$ cat src/rtl/ultrasonic_ping_scheduler.sv
// ultrasonic_ping_scheduler
//   Owns one HC-SR04-style ultrasonic sensor and shares it between two
//   requesters. A round-robin arbiter picks an owner, then one ping is run:
//   trigger pulse, wait for echo rise, measure echo width, then holdoff.
//   A timeout is applied from trigger end to echo fall.
//
// Ports
//   clk_50M       system clock
//   reset         asynchronous, active-high reset
//   req[1:0]      level request per requester, held until granted
//   gnt[1:0]      one-hot owner of the ping in progress, 0 when idle
//   UV_trig       sensor trigger output
//   UV_echo       sensor echo input (asynchronous, synchronised here)
//   busy          high whenever the sequencer is not idle
//   result_valid  one-cycle pulse when a result is ready
//   result_owner  requester index of the result
//   timeout       result came from a timeout
//   echo_us       echo high time in microseconds
//   dist_mm       distance in millimetres, (echo_us * 1412) >> 13
//   fault_near    distance below NEAR_MM (only with UV_FAULT_NEAR_EN)
//   dbg_state     current sequencer state
//
// Handshake: a requester raises req and holds it until its gnt bit rises;
// dropping it afterwards does not abort the ping. result_valid is a single
// cycle pulse with no back-pressure; result fields hold until the next one.
//
// Optional feature: define UV_FAULT_NEAR_EN to build the registered
// near-distance comparator behind fault_near; otherwise it is tied to 0.
module ultrasonic_ping_scheduler #(
  parameter int CLK_DIV_US = 50,
  parameter int TRIG_US    = 10,
  parameter int TIMEOUT_US = 30000,
  parameter int HOLDOFF_US = 60000,
  parameter int NEAR_MM    = 100
) (
  input  logic        clk_50M,
  input  logic        reset,
  input  logic [1:0]  req,
  output logic [1:0]  gnt,
  output logic        UV_trig,
  input  logic        UV_echo,
  output logic        busy,
  output logic        result_valid,
  output logic        result_owner,
  output logic        timeout,
  output logic [15:0] echo_us,
  output logic [13:0] dist_mm,
  output logic        fault_near,
  output logic [2:0]  dbg_state
);

  localparam int TRIG_CYC = TRIG_US * CLK_DIV_US;
  localparam int MAX_A    = (TRIG_CYC > TIMEOUT_US) ? TRIG_CYC : TIMEOUT_US;
  localparam int CNT_MAX  = (MAX_A > HOLDOFF_US) ? MAX_A : HOLDOFF_US;
  localparam int CNT_W    = $clog2(CNT_MAX + 1);
  localparam int PRE_W    = (CLK_DIV_US > 1) ? $clog2(CLK_DIV_US) : 1;

  typedef enum logic [2:0] {
    S_IDLE      = 3'd0,
    S_TRIG      = 3'd1,
    S_WAIT_RISE = 3'd2,
    S_MEASURE   = 3'd3,
    S_HOLDOFF   = 3'd4
  } state_t;

  state_t             state_q, state_d;
  logic               ptr_q, ptr_d;
  logic [1:0]         gnt_q, gnt_d;
  logic               echo_s1_q, echo_s2_q;
  logic               seen_low_q, seen_low_d;
  logic [PRE_W-1:0]   pre_q, pre_d;
  logic [CNT_W-1:0]   cnt_q, cnt_d;
  logic [15:0]        meas_q, meas_d;
  logic               uv_trig_q, uv_trig_d;
  logic               rv_q, rv_d;
  logic               owner_q, owner_d;
  logic               to_q, to_d;
  logic [15:0]        echo_us_q, echo_us_d;
  logic [13:0]        dist_q, dist_d;
  logic               tick;
  logic               win;
  logic               res_now, res_to;
  logic [13:0]        dist_new;

  assign tick = (pre_q == PRE_W'(CLK_DIV_US - 1));

  always_comb begin
    state_d    = state_q;
    ptr_d      = ptr_q;
    gnt_d      = gnt_q;
    seen_low_d = seen_low_q;
    pre_d      = tick ? '0 : pre_q + PRE_W'(1);
    cnt_d      = cnt_q;
    meas_d     = meas_q;
    uv_trig_d  = 1'b0;
    rv_d       = 1'b0;
    owner_d    = owner_q;
    to_d       = to_q;
    echo_us_d  = echo_us_q;
    dist_d     = dist_q;
    win        = ptr_q;
    res_now    = 1'b0;
    res_to     = 1'b0;
    dist_new   = 14'((27'(meas_q) * 27'd1412) >> 13);

    case (state_q)
      S_IDLE: begin
        pre_d = '0;
        cnt_d = '0;
        if (req != 2'b00) begin
          // Pointer requester wins ties; pointer then moves past the winner.
          win     = req[ptr_q] ? ptr_q : ~ptr_q;
          gnt_d   = win ? 2'b10 : 2'b01;
          ptr_d   = ~win;
          state_d = S_TRIG;
        end
      end
      S_TRIG: begin
        if (cnt_q == CNT_W'(TRIG_CYC)) begin
          state_d    = S_WAIT_RISE;
          cnt_d      = '0;
          pre_d      = '0;
          seen_low_d = 1'b0;
        end else begin
          uv_trig_d = 1'b1;
          cnt_d     = cnt_q + CNT_W'(1);
        end
      end
      S_WAIT_RISE: begin
        if (tick) cnt_d = cnt_q + CNT_W'(1);
        if (!echo_s2_q) seen_low_d = 1'b1;
        if (cnt_q == CNT_W'(TIMEOUT_US)) begin
          res_now = 1'b1;
          res_to  = 1'b1;
        end else if (seen_low_q && echo_s2_q) begin
          // A stale-high echo is ignored until it has been seen low.
          // The rise cycle is prescaler phase 0, so an N us pulse gives N ticks.
          state_d = S_MEASURE;
          meas_d  = '0;
          pre_d   = PRE_W'((CLK_DIV_US > 1) ? 1 : 0);
        end
      end
      S_MEASURE: begin
        if (!echo_s2_q) begin
          res_now = 1'b1;
        end else if (cnt_q == CNT_W'(TIMEOUT_US)) begin
          res_now = 1'b1;
          res_to  = 1'b1;
        end else if (tick) begin
          cnt_d = cnt_q + CNT_W'(1);
          if (meas_q != 16'hFFFF) meas_d = meas_q + 16'd1;
        end
      end
      S_HOLDOFF: begin
        if (cnt_q == CNT_W'(HOLDOFF_US)) state_d = S_IDLE;
        else if (tick) cnt_d = cnt_q + CNT_W'(1);
      end
      default: state_d = S_IDLE;
    endcase

    if (res_now) begin
      rv_d      = 1'b1;
      to_d      = res_to;
      owner_d   = gnt_q[1];
      echo_us_d = res_to ? 16'd0 : meas_q;
      dist_d    = res_to ? 14'd0 : dist_new;
      gnt_d     = 2'b00;
      state_d   = S_HOLDOFF;
      pre_d     = '0;
      cnt_d     = '0;
    end
  end

  always_ff @(posedge clk_50M or posedge reset) begin
    if (reset) begin
      state_q    <= S_IDLE;
      ptr_q      <= 1'b0;
      gnt_q      <= 2'b00;
      echo_s1_q  <= 1'b0;
      echo_s2_q  <= 1'b0;
      seen_low_q <= 1'b0;
      pre_q      <= '0;
      cnt_q      <= '0;
      meas_q     <= '0;
      uv_trig_q  <= 1'b0;
      rv_q       <= 1'b0;
      owner_q    <= 1'b0;
      to_q       <= 1'b0;
      echo_us_q  <= '0;
      dist_q     <= '0;
    end else begin
      state_q    <= state_d;
      ptr_q      <= ptr_d;
      gnt_q      <= gnt_d;
      echo_s1_q  <= UV_echo;
      echo_s2_q  <= echo_s1_q;
      seen_low_q <= seen_low_d;
      pre_q      <= pre_d;
      cnt_q      <= cnt_d;
      meas_q     <= meas_d;
      uv_trig_q  <= uv_trig_d;
      rv_q       <= rv_d;
      owner_q    <= owner_d;
      to_q       <= to_d;
      echo_us_q  <= echo_us_d;
      dist_q     <= dist_d;
    end
  end

`ifdef UV_FAULT_NEAR_EN
  logic fault_q, fault_d;

  always_comb begin
    fault_d = fault_q;
    if (res_now) fault_d = !res_to && (dist_new < 14'(NEAR_MM));
  end

  always_ff @(posedge clk_50M or posedge reset) begin
    if (reset) fault_q <= 1'b0;
    else       fault_q <= fault_d;
  end

  assign fault_near = fault_q;
`else
  assign fault_near = 1'b0;
`endif

  assign gnt          = gnt_q;
  assign UV_trig      = uv_trig_q;
  assign busy         = (state_q != S_IDLE);
  assign result_valid = rv_q;
  assign result_owner = owner_q;
  assign timeout      = to_q;
  assign echo_us      = echo_us_q;
  assign dist_mm      = dist_q;
  assign dbg_state    = state_q;

endmodule

$ cat config.mk
export PLATFORM = sky130hd
export DESIGN_NAME = ultrasonic_ping_scheduler
export DESIGN_NICKNAME = d
export VERILOG_FILES = /design/src/rtl/ultrasonic_ping_scheduler.sv
export SDC_FILE = /design/constraint.sdc
export NUM_CORES = 1
export LEC_CHECK = 0
export ABC_AREA = 1
export CORE_AREA = 4 4 113 115
export DETAILED_ROUTE_END_ITERATION = 12
export DIE_AREA = 0 0 117 119
export DONT_BUFFER_PORTS = 1
export PLACE_DENSITY = 0.73
export SLEW_MARGIN = 0
export SYNTH_ARGS = -nofsm -noshare
export SYNTH_HDL_FRONTEND = slang
export SYNTH_SLANG_ARGS = --single-unit
$ cat constraint.sdc
create_clock -name clk_50M -period 3.1 [get_ports clk_50M]
set_input_delay 0.62 -clock clk_50M [delete_from_list [all_inputs] [get_ports clk_50M]]
set_output_delay 0.62 -clock clk_50M [all_outputs]
set_load 0.02 [all_outputs]
==> impl_metrics.tcl, run 1 <==
set metrics [dict create \
    outcome "complete, but fails checks" \
    violations "setup timing" \
    cp-startpoint "meas_q[3]" \
    port_buffers 0 \
    synth_nets 921 \
    final_cell_mix "nand2_1 (193), inv_1 (103), dfrtp_1 (74), nor2_1 (63), nand3_1 (62)" \
    ant_nets 0 \
    cp_data_arrival_time_ns 3.45 \
    drt-pass1-iter-count 7 \
    core-area_um2 11800 \
    async_flop_share_pct 100 \
    clock-sinks 81 \
    reg2reg_from "meas_q[3]" \
    ys_ff_latch 81 \
    ys_types 43 \
    finalInstanceArea_um2 7870 \
    finalHoldViolCount 0 \
    r2r_slack_ns -0.11 \
    p_total_w 0.00364 \
    fp-row-count 40 \
    drc 0 \
    tritoncts "yes" \
    grt_max_degree 68 \
    area_growth_pct 22.8 \
    p_leak_nw 3.83 \
    fin_crit_ns 3.21 \
    r2r_end "dist_mm[9]" \
    rsz0062_at_grt "true" \
    ios 46 \
    peakVddDrop_v 0.000380 \
    final_common_cell "nand2_1" \
    syn_area_per_cell_um2 7.71 \
    crit_path_end_kind "register" \
    start_util_pct 54.3 \
    path_max_fanout 4 \
    vias 5764 \
    placed_area_um2 7020 \
    fin_util_pct 66.7 \
    place.gp.congestion 0.922 \
    place.detailed.hpwl_um 12100 \
    clock.fmax_mhz 312 \
    holdWs_ns 0.0765 \
    endpoint "dist_mm[9]" \
    antenna_cells 0 \
    setup_slack_ns -0.109 \
    required_ns 3.34 \
    setup_viol 12 \
    syn_area_um2 6410 \
    relSlewSlack_pct 23.8 \
    dieArea_um2 13900 \
    worst_pin_slew_ns 1.14 \
    finClkSkew_ns 0.0124 \
    grt_pass1_vias 5770 \
    max-cap-violations 0 \
    drv_slew 0 \
    grt_pass1_wl_um 27700 \
    clockRootBuffer "clkbuf_16" \
    htree_levels 3 \
    nets 967 \
    synth-edff-count 0 \
    path_class "register to register" \
    numCtsBuffers 9 \
    post_route_cells_drive_above_1_share_pct 22.8 \
    startpoint_type "register" \
    wl_per_cell_um 16.7 \
    reg2regPathDepth 16 \
    antenna_found_initial 0 \
    clk_path_buf_depth 2 \
    place_ws_ns -0.273 \
    ys_warn_count 0 \
    wl_um 17100 \
    pwr_density_cell_nw_per_um2 462 \
    hold_path.class "primary input to asynchronous set/reset pin" \
    yosys_most_used_dff "dfrtp_1" \
    clock_latency_ns 0.36 \
    grt_usage_pct 24.9 \
    path_clk_slew_ns 0.07 \
    fp.dieH_um 119 \
    synth_cells 831 \
    fin_crit_sh_pct 104 \
    first_iter_violations 329 \
    cts-hold-fix-buffers 0 \
    die_width_um 117 \
    avgViaCountPerCell 5.60 \
    gr-total-overflow 0 \
    yosysSeqAreaShare_pct 31.6 \
    fillers 929 \
]
cell usage after synthesis (5+ instances only):
cell     instances  area share [%]
a21oi_1         29             2.3
nand2_1        212              12
nand3_1         67             5.2
nor3_1          20             1.6
nand3_2          8             1.2
a31oi_1          5            0.49
inv_1          107             6.3
buf_2            6            0.47
ha_1            63              12
o21ai_0         48             3.7
nand4_1         11             1.1
fa_1            22             6.9
xor2_1          21             2.9
dfrtp_1         81              32
nor2_1          72             4.2
layer usage:
metal | track usage [%] | up-vias | share of wire, %
met4 | 7.89 | 0 | 2.4
li1 | - | 2776 | -
met5 | 0 | - | 0
met1 | 31.7 | 2770 | 41
met2 | 42.6 | 175 | 52
met3 | 4.17 | 43 | 4.8
through the flow:
step	cells	setup TNS (ns)
6_report	1029	-0.672
5_1_grt	1029	-2.41
4_1_cts	1025	-0.424
3_5_place_dp	1007	-1.81
3_3_place_gp	1007	-0.987
2_1_floorplan	831	0
state kept, by name (all words and copies together) (netlist names):
name          cells
pre_q             6
UV_trig           1
dist_mm          14
cnt_q            16
dbg_state         3
seen_low_q        1
timeout           1
echo_s1_q         1
echo_us          16
result_valid      1
result_owner      1
meas_q           16
ptr_q             1
gnt               2
echo_s2_q         1
worst min path at each step:
stage,end,from,slack (ns)
floorplan,echo_s2_q,echo_s1_q,0.33
global placement,echo_s2_q,echo_s1_q,0.33
detailed placement,echo_s2_q,echo_s1_q,0.34
CTS,dist_mm[1],reset,0.08
global route,dist_mm[2],reset,0.08
finish,dist_mm[1],reset,0.08
worst max-delay path: stages (launching register included):
cell and delay, ns:
dfrtp_2 0.46, ha_4 0.28, inv_2 0.03, fa_1 0.48, inv_1 0.05, fa_2 0.55
ha_4 0.21, ha_4 0.29, a21oi_4 0.06, o21ai_4 0.15, nand2_2 0.09, nand3_4 0.13
nand3_2 0.09, nand2_1 0.06, nand2_1 0.04, nand3_1 0.06, nand2_1 0.06
what timing repair did:
action	4_1_cts	5_1_grt
endpoints found under the hold margin	0	0
endpoints found under the setup margin	13	14
resized for setup	51	52
setup buffers	2	4
pin swaps	34	21
power by group:
part	internal, W	total, W	switching [W]
combinational	0.000317	0.00117	0.000854
sequential	0.00116	0.00133	0.000169
clock	0.000632	0.00114	0.000504
total	0.00211	0.00364	0.00153
area by class of cell:
type / count / area, um^2 / share of cell area [%]
clock buffers: 9 / 225 / 2.86
clock inverters: 7 / 76.3 / 0.969
inverters: 115 / 440 / 5.59
multi-input cells: 620 / 4520 / 57.4
flip-flops and latches: 81 / 2040 / 25.9
well taps: 147 / 184 / 2.34
repair buffers: 50 / 395 / 5.02
logic make-up (layout without fill, tap and decap cells):
group	count (synthesis)	after routing	synth area share [%]
other	1	1	0.0585
XOR/XNOR	23	23	3.14
flip-flops	81	81	31.6
AND/OR/NAND/NOR	411	411	29.1
buffers and inverters	130	181	8.26
adder cells (fa/ha/maj)	85	85	19.2
AO/OA/AOI/OAI	100	100	8.68
Power figures use the tool's default switching activity.
==> inputs of run 2 (changes only) <==
CORE_AREA = 4 4 119 121   (was 4 4 113 115)
DIE_AREA = 0 0 123 125   (was 0 0 117 119)
PLACE_DENSITY = 0.67   (was 0.73)
==> run 2 against run 1 <==
  * The flow still finishes with violations (setup timing)
  * Clock power grew 6%
  * Non-clock buffer count grew 3
  * Die area grew 10%
  * Global-route usage shrank 2.5 points
  * Combinational power is essentially flat
  * Critical path type unchanged
  * Critical endpoint unchanged
  * Highest routed layer unchanged
==> impl_metrics.tcl, run 2 (same netlist as run 1, synthesis figures left out) <==
set metrics [dict create \
    place.gp.congestion 0.900 \
    drt-pass1-iter-count 5 \
    wl_um 16800 \
    first_iter_violations 334 \
    path_clk_slew_ns 0.07 \
    required_ns 3.34 \
    drv_slew 0 \
    pwr_density_cell_nw_per_um2 474 \
    final_common_cell "nand2_1" \
    relSlewSlack_pct 15.4 \
    finClkSkew_ns 0.00804 \
    fin_util_pct 60.0 \
    post_route_cells_drive_above_1_share_pct 21.2 \
    fp.dieH_um 125 \
    antenna_found_initial 0 \
    clock-sinks 81 \
    die_width_um 123 \
    numCtsBuffers 9 \
    drc 0 \
    wl_per_cell_um 15.8 \
    path_class "register to register" \
    finalInstanceArea_um2 7850 \
    hold_path.class "primary input to register" \
    port_buffers 0 \
    max-cap-violations 0 \
    peakVddDrop_v 0.000311 \
    grt_usage_pct 22.4 \
    gr-total-overflow 0 \
    clk_path_buf_depth 2 \
    vias 5655 \
    grt_pass1_wl_um 27800 \
    worst_pin_slew_ns 1.26 \
    startpoint_type "register" \
    htree_levels 3 \
    clockRootBuffer "clkbuf_16" \
    finalHoldViolCount 0 \
    placed_area_um2 7100 \
    fin_crit_ns 3.21 \
    nets 970 \
    core-area_um2 13100 \
    place.detailed.hpwl_um 12400 \
    grt_max_degree 55 \
    clock.fmax_mhz 312 \
    violations "setup timing" \
    outcome "complete, but fails checks" \
    final_cell_mix "nand2_1 (196), inv_1 (102), dfrtp_1 (75), nor2_1 (66), nand3_1 (63)" \
    ios 46 \
    setup_slack_ns -0.109 \
    start_util_pct 49.0 \
    antenna_cells 0 \
    fp-row-count 42 \
    dieArea_um2 15400 \
    rsz0062_at_grt "true" \
    finalSetupTns_ns -0.650 \
    fin_crit_sh_pct 104 \
    crit_path_end_kind "register" \
    setup_viol 11 \
    grt_pass1_vias 5771 \
    path_max_fanout 4 \
    avgViaCountPerCell 5.33 \
    clock_latency_ns 0.36 \
    area_growth_pct 22.4 \
    ant_nets 0 \
    cp_data_arrival_time_ns 3.45 \
    place_ws_ns -0.203 \
    p_leak_nw 3.85 \
    tritoncts "yes" \
]
-- run 2: power breakdown --
part           internal (W)  switching, W  total, W
combinational      0.000318      0.000859   0.00118
clock              0.000723      0.000491   0.00121
sequential          0.00116      0.000170   0.00133
-- run 2: cell type report --
cell class | instances | area [um^2]
Inverter | 115 | 440
Clock buffer | 9 | 225
Multi-Input combinational cell | 620 | 4420
Timing Repair Buffer | 53 | 402
Clock inverter | 7 | 106
Fill cell | 1149 | 5240
Sequential cell | 81 | 2030
Tap cell | 176 | 220
-- run 2: routing by layer --
layer / GRT usage [%] / part of all wire, %
met4: 5.80 / 1.4
met1: 28.4 / 44
met5: 0 / 0
met3: 4.16 / 3.8
met2: 39.0 / 51
-- run 2: path summary, 6_finish.rpt --
path / from / end / slack, ns / depth (start not counted)
min in group asynchronous: reset / dist_mm[4] / 0.30 / 1
worst max-delay path: meas_q[3] / dist_mm[9] / -0.11 / 16
worst max register to register: meas_q[3] / dist_mm[9] / -0.11 / 16
worst min-delay path: UV_echo / echo_s1_q / 0.29 / 0
max in group asynchronous: reset / result_owner / 2.02 / 2
worst min register to register: echo_s1_q / echo_s2_q / 0.36 / 0
-- run 2: through the flow --
stage,power (W),std cells,hold slack (ns)
6_report,0.00372,1061,0.289
5_1_grt,0.00394,1061,0.272
4_1_cts,0.00372,1060,0.279
3_5_place_dp,0.00249,1043,0.348
3_3_place_gp,0.00245,1043,0.337
2_1_floorplan,0.00224,831,0.331
-- run 2: timing repair --
| item | 4_1_cts | 5_1_grt |
|---|---|---|
| buffers inserted | 1 | 1 |
| resized for setup | 41 | 38 |
| endpoints found under the setup margin | 13 | 13 |
| gates cloned | 0 | 0 |
| hold buffers | 0 | 0 |
| pin swaps | 27 | 23 |
-- run 2: worst max-delay path: stages, from the launching register on --
cell	delay, ns
dfrtp_2	0.45
ha_4	0.28
inv_2	0.03
fa_1	0.48
inv_2	0.04
fa_2	0.58
ha_4	0.21
ha_4	0.31
a21oi_4	0.07
o21ai_2	0.16
nand2_2	0.09
nand3_4	0.09
nand3_2	0.08
nand2_1	0.07
nand2_1	0.04
nand3_1	0.06
nand2_1	0.07
==> variant 1: new RTL, settings of run 1 <==
Compare `cnt_q` against `CNT_W'(TIMEOUT_US)` with >= in place of ==.
--- a/src/rtl/ultrasonic_ping_scheduler.sv
+++ b/src/rtl/ultrasonic_ping_scheduler.sv
@@ -143,7 +143,7 @@
       S_MEASURE: begin
         if (!echo_s2_q) begin
           res_now = 1'b1;
-        end else if (cnt_q == CNT_W'(TIMEOUT_US)) begin
+        end else if (cnt_q >= CNT_W'(TIMEOUT_US)) begin
           res_now = 1'b1;
           res_to  = 1'b1;
         end else if (tick) begin
Check against the original RTL: same outputs for any inputs over 10 cycles, from zero or initial values and one cycle with reset high; that may be too few to reach the edited logic, so the function may still have changed.
==> variant 1 against run 1 <==
  * The run still ends with setup timing left
  * Wire length up 6.3%
  * Worst hold slack better by 150 ps
  * Die area unchanged
  * Largest power group unchanged
  * Core utilization up 1.8 points
  * Via count up 3.2%
  * Sequential cell count unchanged
  * Design area up 2.7%
  * Setup slack worse by 120 ps
  * Clock power up 7%
  * Area after synthesis down 0.27%
  * Highest routed layer unchanged
  * Largest cell class unchanged
  * Total power up 0.20%
==> variant 1: results (changes against run 1) <==
| Metric | Value |
|---|---|
| Status | `finished with violations (unchanged)` |
| Violated checks | `setup timing (unchanged)` |
| Worst slack at placement | `-199 ps (was -273 ps)` |
| Met1 Use GR | `32.0% (was 31.7%)` |
| Post-DP Area | `7040 um^2 (was 7020 um^2)` |
| Post-synth cell types | `39 (was 43)` |
| Overall routed net length | `18.2 mm (was 17.1 mm)` |
| First DRT Iteration DRCs | `422 (was 329)` |
| R2r startpoint | `meas_q[13] (was meas_q[3])` |
| Routed wire per std cell | `17.4 um (was 16.7 um)` |
| Compound-Gate Fraction of Synth Area | `7.36% (was 8.68%)` |
| Cells after DPL | `1022 (was 1007)` |
| Routability congestion estimate | `0.927 (was 0.922)` |
| RR Endpoint | `dist_mm[13] (was dist_mm[9])` |
| WHS | `226 ps (was 76.5 ps)` |
| Pre-antenna DRT Iters | `5 (was 7)` |
| Setup-failing EPs final | `13 (was 12)` |
| Reg2reg path depth | `15 (was 16)` |
| Crit-path max FO | `3 (was 4)` |
| M1 WL | `7.53 mm (was 6.96 mm)` |
| Detail Route met3 WL | `1.03 mm (was 814 um)` |
| Via density | `5.68 (was 5.60)` |
| Final setup margin | `-224 ps (was -109 ps)` |
| Clock Skew | `11.1 ps (was 12.4 ps)` |
| Rel. slew slack | `51.4% (was 23.8%)` |
| DP Wirelength | `12.0 mm (was 12.1 mm)` |
| Commonest cells post-synth | `nand2_1, inv_1, dfrtp_1, nand3_1, nor2_1 (was nand2_1, inv_1, dfrtp_1, nor2_1, nand3_1)` |
| Gr usage total | `25.2% (was 24.9%)` |
==> variant 1: cell types whose count changed after synthesis, sizes merged, moves of 3 or more <==
cell / run 1 / this run
a31oi: 5 / 0
buf: 11 / 14
inv: 114 / 122
nand2: 220 / 227
nand3: 76 / 67
nand4: 12 / 22
nor2: 77 / 72
o21ai: 54 / 46
xnor2: 2 / 6
==> variant 1: worst max path at each step <==
stage,start,to
after floorplan,meas_q[5],dist_mm[5]
after global placement,meas_q[4],dist_mm[5]
after detailed placement,meas_q[4],dist_mm[5]
after CTS,meas_q[3],dist_mm[13]
after global routing,meas_q[13],dist_mm[13]
final,meas_q[13],dist_mm[13]
==> variant 1: layout make-up <==
| class | count | area, um^2 |
|---|---|---|
| Multi-Input combinational cell | 616 | 4560 |
| Fill cell | 880 | 3720 |
| Sequential cell | 81 | 2040 |
| Timing Repair Buffer | 66 | 519 |
| Inverter | 122 | 459 |
| Clock buffer | 10 | 239 |
| Tap cell | 147 | 184 |
| Clock inverter | 6 | 90.1 |
==> variant 1: kinds of logic after synthesis <==
kind of cell / after synthesis
and+or+nand+nor: 417
buffers and inverters: 139
AOI/OAI and AO/OA: 86
adders and majority gates: 85
DFF: 81
xor gates and xnor gates: 27
other: 1
==> variant 1: what timing repair did <==
| action | CTS | global route |
|---|---|---|
| buffers inserted | 6 | 4 |
| pin swaps | 30 | 50 |
| endpoints found under the setup margin | 14 | 14 |
| gates resized for setup | 47 | 86 |
==> variant 1: power by group <==
part / leakage (nW) / internal, W / total (W) / switching [W]
clock network: 0.159 / 0.000732 / 0.00122 / 0.000484
logic: 2.81 / 0.000290 / 0.00105 / 0.000764
registers: 1.09 / 0.00117 / 0.00137 / 0.000199
total: 4.07 / 0.00219 / 0.00364 / 0.00145
==> variant 2: new RTL, flow settings as in run 1 <==
Made on the original files. `TIMEOUT_US`: 30000 -> 7500.
--- a/src/rtl/ultrasonic_ping_scheduler.sv
+++ b/src/rtl/ultrasonic_ping_scheduler.sv
@@ -29,7 +29,7 @@
 module ultrasonic_ping_scheduler #(
   parameter int CLK_DIV_US = 50,
   parameter int TRIG_US    = 10,
-  parameter int TIMEOUT_US = 30000,
+  parameter int TIMEOUT_US = 7500,
   parameter int HOLDOFF_US = 60000,
   parameter int NEAR_MM    = 100
 ) (
Function: no difference found for any inputs over 10 cycles, from zero or initial values and one cycle with reset high; that may be too few to reach the edited logic, so the function may still have changed.
==> variant 2 against run 1 <==
  * The flow still finishes with violations (setup timing)
  * Combinational power is essentially flat
  * Via count grew 0.78%
  * Wire length shrank 1.9%
  * Sequential cell count is the same
  * Total power grew 0.51%
  * Area after synthesis shrank 1.5%
  * Design area shrank 1.3%
  * Setup slack lost 20 ps
  * Critical path type unchanged
  * Largest power group unchanged
==> variant 2: results (changes against run 1) <==
| Metric | Value |
|---|---|
| Xor-xnor portion of the synthesized cell area | `3.05% (was 3.14%)` |
| Final setup margin | `-129 ps (was -109 ps)` |
| Setup-failing EPs final | `12 (unchanged)` |
| Worst slack at placement | `-242 ps (was -273 ps)` |
| Fin Setup TNS | `-850 ps (was -672 ps)` |
| Uppermost layer routed | `met4 (unchanged)` |
| Top post-synthesis cells by area | `dfrtp_1, nand2_1, ha_1, fa_1, inv_1 (unchanged)` |
| Mux share of post-synthesis cell area | `0% (unchanged)` |
| Peak VDD IR | `0.270 mV (was 0.380 mV)` |
| Rel. slew slack | `54.6% (was 23.8%)` |
| Worst hold path class | `input pin to asynchronous set/reset pin (unchanged)` |
| Met3 usage | `4.62% (was 4.17%)` |
| DR WL met2 | `8.46 mm (was 8.94 mm)` |
| Pre-antenna DRT Iters | `5 (was 7)` |
| Commonest cells post-synth | `nand2_1, inv_1, dfrtp_1, nor2_1, ha_1 (was nand2_1, inv_1, dfrtp_1, nor2_1, nand3_1)` |
| Cells after DPL | `1004 (was 1007)` |
| Via density | `5.64 (was 5.60)` |
| Adder-cell share of the synthesized area | `19.4% (was 19.2%)` |
| # port buffers | `0 (unchanged)` |
| FILL cells | `957 (was 929)` |
| Worst skew pair latency | `340 ps (was 360 ps)` |
| CTS buffer count | `9 (unchanged)` |
| M1 WL | `6.99 mm (was 6.96 mm)` |
| Overall routed net length | `16.8 mm (was 17.1 mm)` |
| Crit path DAT | `3460 ps (was 3450 ps)` |
| H-tree levels | `3 (unchanged)` |
| Gr usage total | `25.3% (was 24.9%)` |
| Crit-path max FO | `4 (unchanged)` |
| Initial antenna violation count | `0 (unchanged)` |
| Clock Skew | `4.89 ps (was 12.4 ps)` |
| Synth Net Count | `909 (was 921)` |
| Syn. warnings | `0 (unchanged)` |
| Routability congestion estimate | `0.960 (was 0.922)` |
| Post-synth cell types | `42 (was 43)` |
| First-pass GRT wire length | `28.5 mm (was 27.7 mm)` |
| Seq/Total Area, Yosys | `32.1% (was 31.6%)` |
| DP Wirelength | `12.0 mm (was 12.1 mm)` |
| Status | `finished with violations (unchanged)` |
| Compound-Gate Fraction of Synth Area | `10.1% (was 8.68%)` |
| Number of global-route vias before repair | `6054 (was 5770)` |
| Pin count of the biggest net entering global routing | `47 (was 68)` |
| Met2 usage | `42.8% (was 42.6%)` |
| Post-synth ARST share | `100% (unchanged)` |
| Syn Inst Count | `819 (was 831)` |
| Detail Route met3 WL | `985 um (was 814 um)` |
| Final nets | `968 (was 967)` |
| ANT cells | `0 (unchanged)` |
| Ys flop type | `dfrtp_1 (unchanged)` |
| Clock-pin slew on the worst setup and hold paths | `70 ps (about the same)` |
| Vias | `5809 (was 5764)` |
| Layout cells sized above 1 | `22.7% (was 22.8%)` |
| Violated checks | `setup timing (unchanged)` |
| Deepest clock path buffer count | `2 (unchanged)` |
| First DRT Iteration DRCs | `404 (was 329)` |
| Met1 Use GR | `32.6% (was 31.7%)` |
| Post-DP Area | `6940 um^2 (was 7020 um^2)` |
| Root Buffer | `clkbuf_16 (unchanged)` |
| Static leakage | `3.84 nW (was 3.83 nW)` |
-- variant 2: changes by cell type after synthesis, moves of 3 or more --
cell            run 1  this run
nor3_1             20        14
o21ai_1             3         6
inv_2               4         7
inv_1             107       100
nand3_2             8         2
nand3_1            67        55
buf_6               2         7
o21ai_2             2         6
nand2_1           212       219
a22o_1              0         4
-- variant 2: layout make-up --
| type | count | area [um^2] | share of cell area (%) |
|---|---|---|---|
| clock buffers | 9 | 225 | 2.90 |
| clock inverters | 7 | 86.3 | 1.11 |
| inverters | 109 | 413 | 5.31 |
| multi-input cells | 611 | 4300 | 55.3 |
| flip-flops and latches | 81 | 2040 | 26.2 |
| well taps | 147 | 184 | 2.37 |
| repair buffers | 66 | 527 | 6.78 |
-- variant 2: worst paths after layout --
path,startpoint,end,slack (ps),cells after the start
max in group asynchronous,reset,dist_mm[11],2190,2
max,meas_q[3],dist_mm[11],-130,14
min,reset,result_owner,230,1
max reg2reg,meas_q[3],dist_mm[11],-130,14
min reg2reg,echo_s1_q,echo_s2_q,350,0
min in group clk_50M,UV_echo,echo_s1_q,300,0
-- variant 2: report_power, final --
part / switching (W) / internal [W]
clock: 0.000499 / 0.000642
combinational: 0.000835 / 0.000330
sequential: 0.000182 / 0.00117
total: 0.00152 / 0.00214
-- variant 2: worst max-delay path: stages, from the launching register on --
cell and delay, ps:
dfrtp_1 410, ha_1 280, inv_1 40, fa_1 490
inv_2 40, fa_2 580, ha_4 210, ha_4 300
nand3_1 110, nand2_2 110, nand2_1 70, nand2_2 130
nand3_2 100, a21oi_2 150, o21ai_1 80
-- variant 2: repair_timing --
item / CTS / global route
buffers inserted: 7 / 4
setup endpoints to repair: 12 / 14
gates resized for setup: 49 / 46
pin swaps: 27 / 21
